File: src/rtl/serial_pkg.sv
// Shared types for the serial collector and the upstream shift-register bench.
package serial_pkg;
  typedef enum logic {DIR_LSB_FIRST = 1'b0, DIR_MSB_FIRST = 1'b1} dir_t;
  typedef enum logic {ST_IDLE = 1'b0, ST_COLLECT = 1'b1} col_state_t;
endpackage

File: src/rtl/serial_word_collector_sipo_core.sv
// Shift register, bit counter and per-word direction latch for the serial collector.
module serial_word_collector_sipo_core
  import serial_pkg::*;
#(
  parameter int WIDTH = 4,
  parameter int CNT_W = $clog2(WIDTH + 1)
) (
  input  logic             clk,
  input  logic             rst,
  input  logic             clr,
  input  logic             bit_in,
  input  logic             bit_vld,
  input  logic             msb_first,
  output logic [WIDTH-1:0] next_word,
  output logic             word_done,
  output logic [CNT_W-1:0] bit_cnt
);

  logic [WIDTH-1:0] sh;
  dir_t             dir_q;
  dir_t             dir_eff;
  logic             first_bit;

  // The first bit of a word uses the live direction input; the rest use the latch.
  assign first_bit = (bit_cnt == '0);
  assign dir_eff   = first_bit ? dir_t'(msb_first) : dir_q;
  assign next_word = (dir_eff == DIR_MSB_FIRST) ? {sh[WIDTH-2:0], bit_in}
                                                : {bit_in, sh[WIDTH-1:1]};
  assign word_done = bit_vld && !clr && (bit_cnt == CNT_W'(WIDTH - 1));

  always_ff @(posedge clk or posedge rst) begin
    if (rst) begin
      sh      <= '0;
      bit_cnt <= '0;
      dir_q   <= DIR_LSB_FIRST;
    end else if (clr) begin
      sh      <= '0;
      bit_cnt <= '0;
    end else if (bit_vld) begin
      sh      <= next_word;
      bit_cnt <= word_done ? '0 : bit_cnt + 1'b1;
      if (first_bit) dir_q <= dir_t'(msb_first);
    end
  end

endmodule

File: src/rtl/serial_word_collector.sv
// Serial-to-parallel word collector with a one-entry valid/ready holding register
// and a sticky overrun flag for completed words that had nowhere to go.
module serial_word_collector
  import serial_pkg::*;
#(
  parameter int WIDTH = 4,
  parameter int CNT_W = $clog2(WIDTH + 1)
) (
  input  logic             clk,
  input  logic             rst,
  input  logic             bit_in,
  input  logic             bit_vld,
  input  logic             msb_first,
  input  logic             clr,
  output logic [WIDTH-1:0] word_out,
  output logic             word_vld,
  input  logic             word_rdy,
  output logic             busy,
  output logic [CNT_W-1:0] bit_cnt,
  output logic             overrun
);

  logic [WIDTH-1:0] next_word;
  logic             word_done;
  col_state_t       state;
  logic             hold_free;

  serial_word_collector_sipo_core #(.WIDTH(WIDTH), .CNT_W(CNT_W)) u_core (
    .clk       (clk),
    .rst       (rst),
    .clr       (clr),
    .bit_in    (bit_in),
    .bit_vld   (bit_vld),
    .msb_first (msb_first),
    .next_word (next_word),
    .word_done (word_done),
    .bit_cnt   (bit_cnt)
  );

  // Holding register can take a new word if empty or being drained this cycle.
  assign hold_free = !word_vld || word_rdy;

  always_ff @(posedge clk or posedge rst) begin
    if (rst) begin
      state    <= ST_IDLE;
      busy     <= 1'b0;
      word_out <= '0;
      word_vld <= 1'b0;
      overrun  <= 1'b0;
    end else if (clr) begin
      state    <= ST_IDLE;
      busy     <= 1'b0;
      word_vld <= 1'b0;
      overrun  <= 1'b0;
    end else begin
      case (state)
        ST_IDLE: begin
          if (bit_vld) begin
            state <= ST_COLLECT;
            busy  <= 1'b1;
          end
        end
        ST_COLLECT: begin
          if (word_done) begin
            state <= ST_IDLE;
            busy  <= 1'b0;
          end
        end
        default: begin
          state <= ST_IDLE;
          busy  <= 1'b0;
        end
      endcase

      if (word_done) begin
        if (hold_free) begin
          word_out <= next_word;
          word_vld <= 1'b1;
        end else begin
          overrun <= 1'b1;
        end
      end else if (word_vld && word_rdy) begin
        word_vld <= 1'b0;
      end
    end
  end

endmodule

File: config.mk
export PLATFORM = sky130hd
export DESIGN_NAME = serial_word_collector
export DESIGN_NICKNAME = d
export VERILOG_FILES = /design/src/rtl/serial_pkg.sv /design/src/rtl/serial_word_collector_sipo_core.sv /design/src/rtl/serial_word_collector.sv
export SDC_FILE = /design/constraint.sdc
export NUM_CORES = 1
export LEC_CHECK = 0
export ABC_AREA = 1
export ABC_CLOCK_PERIOD_IN_PS = 1300
export CORE_AREA = 2 2 56 58
export CTS_CLUSTER_DIAMETER = 50
export DETAILED_ROUTE_END_ITERATION = 8
export DIE_AREA = 0 0 58 60
export PLACE_DENSITY_LB_ADDON = 0.12
export SLEW_MARGIN = 20
export SYNTH_ARGS = -nofsm -noshare
export SYNTH_HDL_FRONTEND = slang
export SYNTH_SLANG_ARGS = --single-unit
File: constraint.sdc
create_clock -name clk -period 1.3 [get_ports clk]
set_clock_uncertainty 0.15 [all_clocks]
set_input_delay 0.13 -clock clk [delete_from_list [all_inputs] [get_ports clk]]
set_output_delay 0.13 -clock clk [all_outputs]
set_load 0.005 [all_outputs]
==> load_flow_metrics.sql, run 1 <==
INSERT INTO impl_metrics (metric_group, metric, value, unit) VALUES
('run_status', 'status', 'finished, violations left', ''),
('run_status', 'violated_checks', 'negative setup slack', ''),
('global_route', 'grt_max_degree', '17', ''),
('pwr', 'power_density', '953', 'nW/um^2'),
('die', 'design.die.area', '3480', 'sq um'),
('clock_network', 'h-tree-depth', '1', ''),
('die', 'floorplan.io_pins', '17', ''),
('final_layout', 'drive_above_1_share', '0.478', ''),
('global_route', 'grt_pass1_wl', '3370', 'um'),
('sta', 'slew_violations', '0', ''),
('logic_synthesis', 'synthesized_instance_count', '97', ''),
('critical_path', 'worstSetupStartpointType', 'register', ''),
('logic_synthesis', 'yosysWarningCount', '0', ''),
('logic_synthesis', 'syn_area_per_cell', '7.98', 'sq um'),
('route', 'detail_route.vias_per_cell', '4.53', ''),
('final_layout', 'final_net_count', '146', ''),
('logic_synthesis', 'post_synth_instance_area', '774', 'sq um'),
('route', 'drt_pass1_iterations', '4', ''),
('route', 'drt_iter0_markers', '19', ''),
('critical_path', 'worstPathCellList', 'inv_2, ha_4, nand2_4, nand2_4, nand3_2, nand3_1, nand2_1', ''),
('critical_path', 'crit_path_top_delay_cell', 'dfrtp_2', ''),
('critical_path', 'path_buf_inv', '1', ''),
('final_layout', 'fillerInstances', '289', ''),
('sta', 'max_slew.worst_pin.slew', '0.254', 'ns'),
('final_layout', 'final-seq-area', '402', 'sq um'),
('sta', 'final_min_period_over_clock_period', '1.08', ''),
('job', 'drv.max_cap_violation_count', '0', ''),
('global_route', 'overall_fraction_of_global_route_tracks_in_use', '0.129', ''),
('pwr', 'static_power_due_to_leakage', '0.730', 'nW'),
('clock_network', 'source_to_sink_clock_delay_at_the_later_pin_of_the_worst_skew_pair', '0.28', 'ns'),
('place', 'dp.cells', '156', ''),
('clock_network', 'clk_pin_slew_worst_paths', '0.10', 'ns'),
('logic_synthesis', 'synth_seq_area_share', '0.517', ''),
('pwr', 'vdd_ir_drop_max', '0.425', 'mV'),
('sta', 'worst_slack', '-0.110', 'ns'),
('global_route', 'globalRoute.totalOverflow', '0', ''),
('clock_network', 'cts_root_buf', 'clkbuf_4', ''),
('sta', 'fmax', '0.709', 'GHz'),
('critical_path', 'end_kind', 'register', ''),
('die', 'fp.coreArea', '2900', 'sq um'),
('sta', 'timing.final.hold_violations', '0', ''),
('die', 'die_width', '58', 'um'),
('die', 'floorplan.die.height', '60', 'um'),
('critical_path', 'critPathArrivalTime', '1.45', 'ns'),
('die', 'placement_rows', '20', ''),
('sta', 'setup_violations_final', '13', ''),
('place', 'pre_cts_setup_slack', '-0.154', 'ns'),
('pwr', 'fin_total_pwr', '1.31', 'mW'),
('sta', 'fin_hold_ws', '0.343', 'ns'),
('route', 'dr_total_vias', '766', ''),
('sta', 'fin_tns_setup', '-0.976', 'ns'),
('route', 'drc_markers', '0', ''),
('route', 'count_of_nets_left_with_antenna_violations_after_detail_routing', '0', ''),
('critical_path', 'cp_max_fo', '4', ''),
('final_layout', 'instances_no_fill', '169', ''),
('critical_path', 'critPathMostFrequentCell', 'nand2_4', ''),
('clock_network', 'tritoncts', 'yes', ''),
('route', 'route.detailed.wl_per_inst', '12.0', 'um'),
('logic_synthesis', 'count_of_different_cell_masters_after_synthesis', '14', ''),
('final_layout', 'multiInputGateArea', '508', 'sq um'),
('logic_synthesis', 'syn_nets', '106', ''),
('logic_synthesis', 'postSynthRegisterBits', '16', ''),
('sta', 'timing.final.crit_period', '1.41', 'ns'),
('clock_network', 'cts-root-to-sink-buffers', '2', ''),
('hold_path', 'hold_path_class', 'register to register', ''),
('critical_path', 'criticalPathCategory', 'register to register', ''),
('final_layout', 'n_antenna_cell', '0', ''),
('global_route', 'antenna_found_initial', '0', ''),
('place', 'io_buf_count', '16', ''),
('critical_path', 'critPathMaxStageDelay', '0.46', 'ns'),
('critical_path', 'worst_ep_required_time', '1.34', 'ns'),
('sta', 'relSlewSlack', '0.830', ''),
('place', 'post-dp-hpwl', '1300', 'um'),
('final_layout', 'area_delta_synth_final', '76.9', '%'),
('sta', 'rsz0062_at_grt', 'yes', ''),
('clock_network', 'cts_inserted_buffers', '3', ''),
('place', 'routabilityCongestion', '0.873', ''),
('critical_path', 'critical_path.top_delay_family', 'flip-flops', ''),
('die', 'initial_utilization', '0.267', ''),
('global_route', 'number_of_global_route_vias_before_repair', '776', ''),
('route', 'drt_wl_total', '2020', 'um'),
('clock_network', 'clock_sink_count', '16', '');
[worst paths after layout]
path,from,slack (ns),endpoint,cells after the start
max in group asynchronous,rst,0.23,u_core.bit_cnt[1],4
hold reg to reg,u_core.sh[0],0.34,u_core.sh[0],2
setup / recovery,u_core.bit_cnt[1],-0.11,word_out[1],7
setup reg to reg,u_core.bit_cnt[1],-0.11,word_out[1],7
hold / removal,u_core.sh[0],0.34,u_core.sh[0],2
min in group asynchronous,rst,0.57,word_out[1],4
[state kept, by name, summed over array words and instances (netlist names)]
name            flops
state               1
busy                1
word_vld            1
overrun             1
u_core.sh           4
word_out            4
u_core.dir_q        1
u_core.bit_cnt      3
[cell type report]
| type | instances | area share |
|---|---|---|
| Multi-Input combinational cell | 63 | 0.371 |
| Sequential cell | 16 | 0.293 |
| Timing Repair Buffer | 35 | 0.226 |
| Inverter | 18 | 0.0539 |
| Tap cell | 33 | 0.0301 |
| Clock buffer | 4 | 0.0265 |
[synth_stat cells]
master | number | area, sq um
nand2_1 | 27 | 101
nand3_1 | 21 | 105
inv_1 | 17 | 63.8
dfrtp_1 | 16 | 400
o21ai_0 | 4 | 20.0
a21oi_1 | 2 | 10.0
ha_1 | 2 | 25.0
nor2_2 | 2 | 12.5
inv_2 | 1 | 3.75
nand2_2 | 1 | 6.26
nor2_1 | 1 | 3.75
nor2_4 | 1 | 11.3
nor3_1 | 1 | 5.00
or2_2 | 1 | 6.26
[timing repair]
item                                   CTS  global route
endpoints found under the hold margin    9             0
hold buffers                             1             0
pin swaps                                9            11
buffers inserted                         7             2
cloned                                   0             0
setup endpoints to repair               24            17
gates resized for setup                 54            15
[cell families (layout without fill, tap and decap cells)]
logic type,count (synthesis),in the layout,share of synthesized area
compound gates,6,6,0.0388
simple gates,55,55,0.325
fa+ha+maj,2,2,0.0323
flops,16,16,0.517
buf+inv,18,57,0.0872
[routing by layer]
| metal | global-route usage | wire [um] |
|---|---|---|
| met3 | 0.0260 | 64 |
| met5 | 0 | 0 |
| met2 | 0.213 | 1050 |
| met1 | 0.165 | 869 |
| met4 | 0.0498 | 39 |
[cells in the final DEF (no fill, tap or decap)]
master	count
clkdlybuf4s50_1	6
nor2_4	1
clkbuf_8	1
dfrtp_1	15
or2_2	1
o21ai_0	1
inv_4	1
nor3_1	1
nand3_1	4
nand2_1	19
o21ai_1	3
dfrtp_2	1
nand3_2	13
nand2_2	4
buf_6	5
clkbuf_4	3
nand2_4	4
inv_2	4
nor2_2	2
ha_4	2
nor2_1	1
buf_4	15
dlygate4sd3_1	1
nand3_4	4
nand2_8	1
clkinvlp_4	1
a21oi_2	2
dlygate4sd2_1	8
inv_1	12
[per-stage QoR]
stage          cell area (sq um)  utilization
2_1_floorplan                774            -
3_3_place_gp                1050        0.362
3_5_place_dp                1050        0.362
4_1_cts                     1300        0.449
5_1_grt                     1370        0.472
6_report                    1370        0.472
[worst register-to-register path: stages (launching register included)]
cell and delay (ns):
dfrtp_2 0.46, inv_2 0.09, ha_4 0.17, nand2_4 0.09
nand2_4 0.11, nand3_2 0.09, nand3_1 0.10, nand2_1 0.06
[power breakdown]
| group | switching, mW | internal, mW | total (mW) |
|---|---|---|---|
| Sequential | 0.0284 | 0.542 | 0.570 |
| Combinational | 0.208 | 0.194 | 0.402 |
| Clock | 0.163 | 0.170 | 0.334 |
(Power assumes the default switching activity.)
==> run 2: changes to the inputs <==
ABC_CLOCK_PERIOD_IN_PS = not set   (was 1300)
CTS_CLUSTER_DIAMETER = 30   (was 50)
RECOVER_POWER = 50   (was not set)
==> run 2 against run 1 <==
  * The run still ends with negative setup slack left
  * Critical path depth is the same
  * Sequential share of layout area unchanged
  * Wire length stayed put
  * Final cell count unchanged
  * Worst setup slack unchanged
  * Non-clock buffer count is the same
  * Die area is the same
  * Total power about the same
  * Sequential cell count did not move
  * Sequential power is essentially flat
  * Design area is the same
  * Critical path type unchanged
  * Largest power group unchanged
==> load_flow_metrics.sql, run 2 (synthesized netlist as in run 1, its figures left out) <==
INSERT INTO impl_metrics (metric_group, metric, value, unit) VALUES
('run_status', 'status', 'finished, violations left', ''),
('run_status', 'violated_checks', 'negative setup slack', ''),
('sta', 'relSlewSlack', '0.830', ''),
('clock_network', 'h-tree-depth', '1', ''),
('critical_path', 'destination_of_the_worst_register_to_register_timing_path', 'word_out[1]', ''),
('place', 'pre_cts_setup_slack', '-0.154', 'ns'),
('pwr', 'static_power_due_to_leakage', '0.730', 'nW'),
('sta', 'worst_slack', '-0.110', 'ns'),
('final_layout', 'layout.cells.most_common_list', 'nand2_1, dfrtp_1, buf_4', ''),
('die', 'fp.coreArea', '2900', 'sq um'),
('sta', 'fin_hold_ws', '0.343', 'ns'),
('pwr', 'share_clk_of_total_power', '0.256', ''),
('final_layout', 'most_common_cell_after_layout_fill_and_taps_aside', 'nand2_1', ''),
('clock_network', 'cts_root_buf', 'clkbuf_4', ''),
('hold_path', 'count_of_cells_along_the_worst_hold_path', '2', ''),
('global_route', 'grt_pass1_wl', '3370', 'um'),
('final_layout', 'drive_above_1_share', '0.478', ''),
('place', 'routabilityCongestion', '0.873', ''),
('route', 'dr_total_vias', '766', ''),
('clock_network', 'cts_inserted_buffers', '3', ''),
('sta', 'fmax', '0.709', 'GHz'),
('critical_path', 'worst_ep_required_time', '1.34', 'ns'),
('pwr', 'p_sw', '0.399', 'mW'),
('final_layout', 'fillerInstances', '289', ''),
('route', 'count_of_nets_left_with_antenna_violations_after_detail_routing', '0', ''),
('sta', 'timing.final.hold_violations', '0', ''),
('route', 'drc_markers', '0', ''),
('die', 'floorplan.die.height', '60', 'um'),
('final_layout', 'n_antenna_cell', '0', ''),
('global_route', 'overall_fraction_of_global_route_tracks_in_use', '0.129', ''),
('final_layout', 'finish.instance_area', '1370', 'sq um'),
('critical_path', 'worst_r2r_startpoint', 'u_core.bit_cnt[1]', ''),
('critical_path', 'end_kind', 'register', ''),
('sta', 'max_slew.worst_pin.slew', '0.254', 'ns'),
('die', 'initial_utilization', '0.267', ''),
('clock_network', 'cts-root-to-sink-buffers', '2', ''),
('critical_path', 'worstSetupStartpointType', 'register', ''),
('hold_path', 'timing.hold.worst_endpoint', 'u_core.sh[0]', ''),
('sta', 'final_min_period_over_clock_period', '1.08', ''),
('sta', 'slew_violations', '0', ''),
('hold_path', 'hold_path_startpoint', 'u_core.sh[0]', ''),
('clock_network', 'source_to_sink_clock_delay_at_the_later_pin_of_the_worst_skew_pair', '0.28', 'ns'),
('clock_network', 'tritoncts', 'yes', ''),
('final_layout', 'largestRegisters', 'u_core.sh: 4 flops, word_out: 4 flops, u_core.bit_cnt: 3 flops', ''),
('die', 'design.die.area', '3480', 'sq um'),
('route', 'detail_route.vias_per_cell', '4.53', ''),
('sta', 'rsz0062_at_grt', 'yes', ''),
('route', 'route.detailed.wl_per_inst', '12.0', 'um'),
('pwr', 'power.share.switching', '0.306', ''),
('critical_path', 'cp_max_fo', '4', ''),
('place', 'post-dp-hpwl', '1300', 'um'),
('clock_network', 'clock_sink_count', '16', ''),
('critical_path', 'critPathArrivalTime', '1.45', 'ns'),
('die', 'floorplan.io_pins', '17', ''),
('pwr', 'power_density', '952', 'nW/um^2'),
('global_route', 'globalRoute.totalOverflow', '0', ''),
('pwr', 'vdd_ir_drop_max', '0.425', 'mV'),
('job', 'drv.max_cap_violation_count', '0', ''),
('critical_path', 'worst-r2r-setup-slack', '-0.11', 'ns'),
('die', 'placement_rows', '20', ''),
('final_layout', 'area_delta_synth_final', '76.9', '%'),
('global_route', 'grt_max_degree', '17', ''),
('route', 'drt_iter0_markers', '22', ''),
('clock_network', 'clk_pin_slew_worst_paths', '0.10', 'ns'),
('route', 'drt_pass1_iterations', '4', ''),
('place', 'io_buf_count', '16', ''),
('hold_path', 'hold_path_class', 'register to register', ''),
('critical_path', 'timing.reg2reg.worst_path_depth', '7', ''),
('route', 'drt_wl_total', '2020', 'um'),
('global_route', 'antenna_found_initial', '0', ''),
('sta', 'timing.final.crit_period', '1.41', 'ns'),
('final_layout', 'final_net_count', '146', ''),
('pwr', 'p_comb_frac', '0.307', ''),
('pwr', 'internal_power', '0.905', 'mW'),
('global_route', 'number_of_global_route_vias_before_repair', '776', ''),
('place', 'dpl-instance-area', '1050', 'sq um'),
('die', 'die_width', '58', 'um'),
('critical_path', 'criticalPathCategory', 'register to register', ''),
('pwr', 'sequentialPowerShare', '0.437', ''),
('sta', 'fin_tns_setup', '-0.976', 'ns'),
('sta', 'setup_violations_final', '13', '');
==> run 2: metal layers <==
| metal | track usage | routed length, um |
|---|---|---|
| met2 | 0.213 | 1050 |
| met3 | 0.0260 | 64 |
| met1 | 0.165 | 869 |
| met5 | 0 | 0 |
| met4 | 0.0498 | 39 |
==> run 2: what timing repair did <==
action / 4_1_cts / 5_1_grt
hold endpoints to repair: 9 / 0
hold buffers: 1 / 0
gates cloned: 0 / 0
endpoints found under the setup margin: 24 / 17
gates resized for setup: 54 / 15
buffers inserted: 7 / 2
pin swaps: 9 / 11
==> run 2: stage by stage <==
step	cells	power, mW	util
final	169	1.30	0.472
after global routing	169	1.38	0.472
after CTS	168	1.27	0.449
after detailed placement	156	0.819	0.362
after global placement	156	0.819	0.362
after floorplan	97	0.698	-
==> run 2: area by class of cell <==
type	count	area (sq um)	share of cell area
Inverter	18	73.8	0.0539
Tap cell	33	41.3	0.0301
Sequential cell	16	402	0.293
Timing Repair Buffer	35	309	0.226
Clock buffer	4	36.3	0.0265
Multi-Input combinational cell	63	508	0.371
==> run 2: worst max-delay path by stage <==
| stage | from | to | slack, ns | cells after the start |
|---|---|---|---|---|
| floorplan | u_core.bit_cnt[0] | word_out[0] | 0.002 | 7 |
| global placement | bit_vld | u_core.bit_cnt[0] | -0.13 | 7 |
| detailed placement | clr | word_out[2] | -0.15 | 7 |
| CTS | u_core.bit_cnt[0] | word_out[2] | -0.09 | 9 |
| global route | u_core.bit_cnt[0] | word_out[2] | -0.19 | 6 |
| finish | u_core.bit_cnt[1] | word_out[1] | -0.11 | 7 |
==> run 2: critical path, cell delays in order (launching register included) <==
cell and delay [ns]:
dfrtp_2 0.46, inv_2 0.09, ha_4 0.17, nand2_4 0.09, nand2_4 0.11, nand3_2 0.09
nand3_1 0.10, nand2_1 0.06
==> run 2: power groups by stage <==
| stage | clock network (mW) | logic [mW] | registers, mW |
|---|---|---|---|
| 2_1_floorplan | 0 | 0.123 | 0.575 |
| 5_1_grt | 0.367 | 0.439 | 0.576 |
| 6_report | 0.334 | 0.401 | 0.570 |
| 3_3_place_gp | 0 | 0.242 | 0.577 |
| 3_5_place_dp | 0 | 0.242 | 0.577 |
| 4_1_cts | 0.347 | 0.350 | 0.569 |
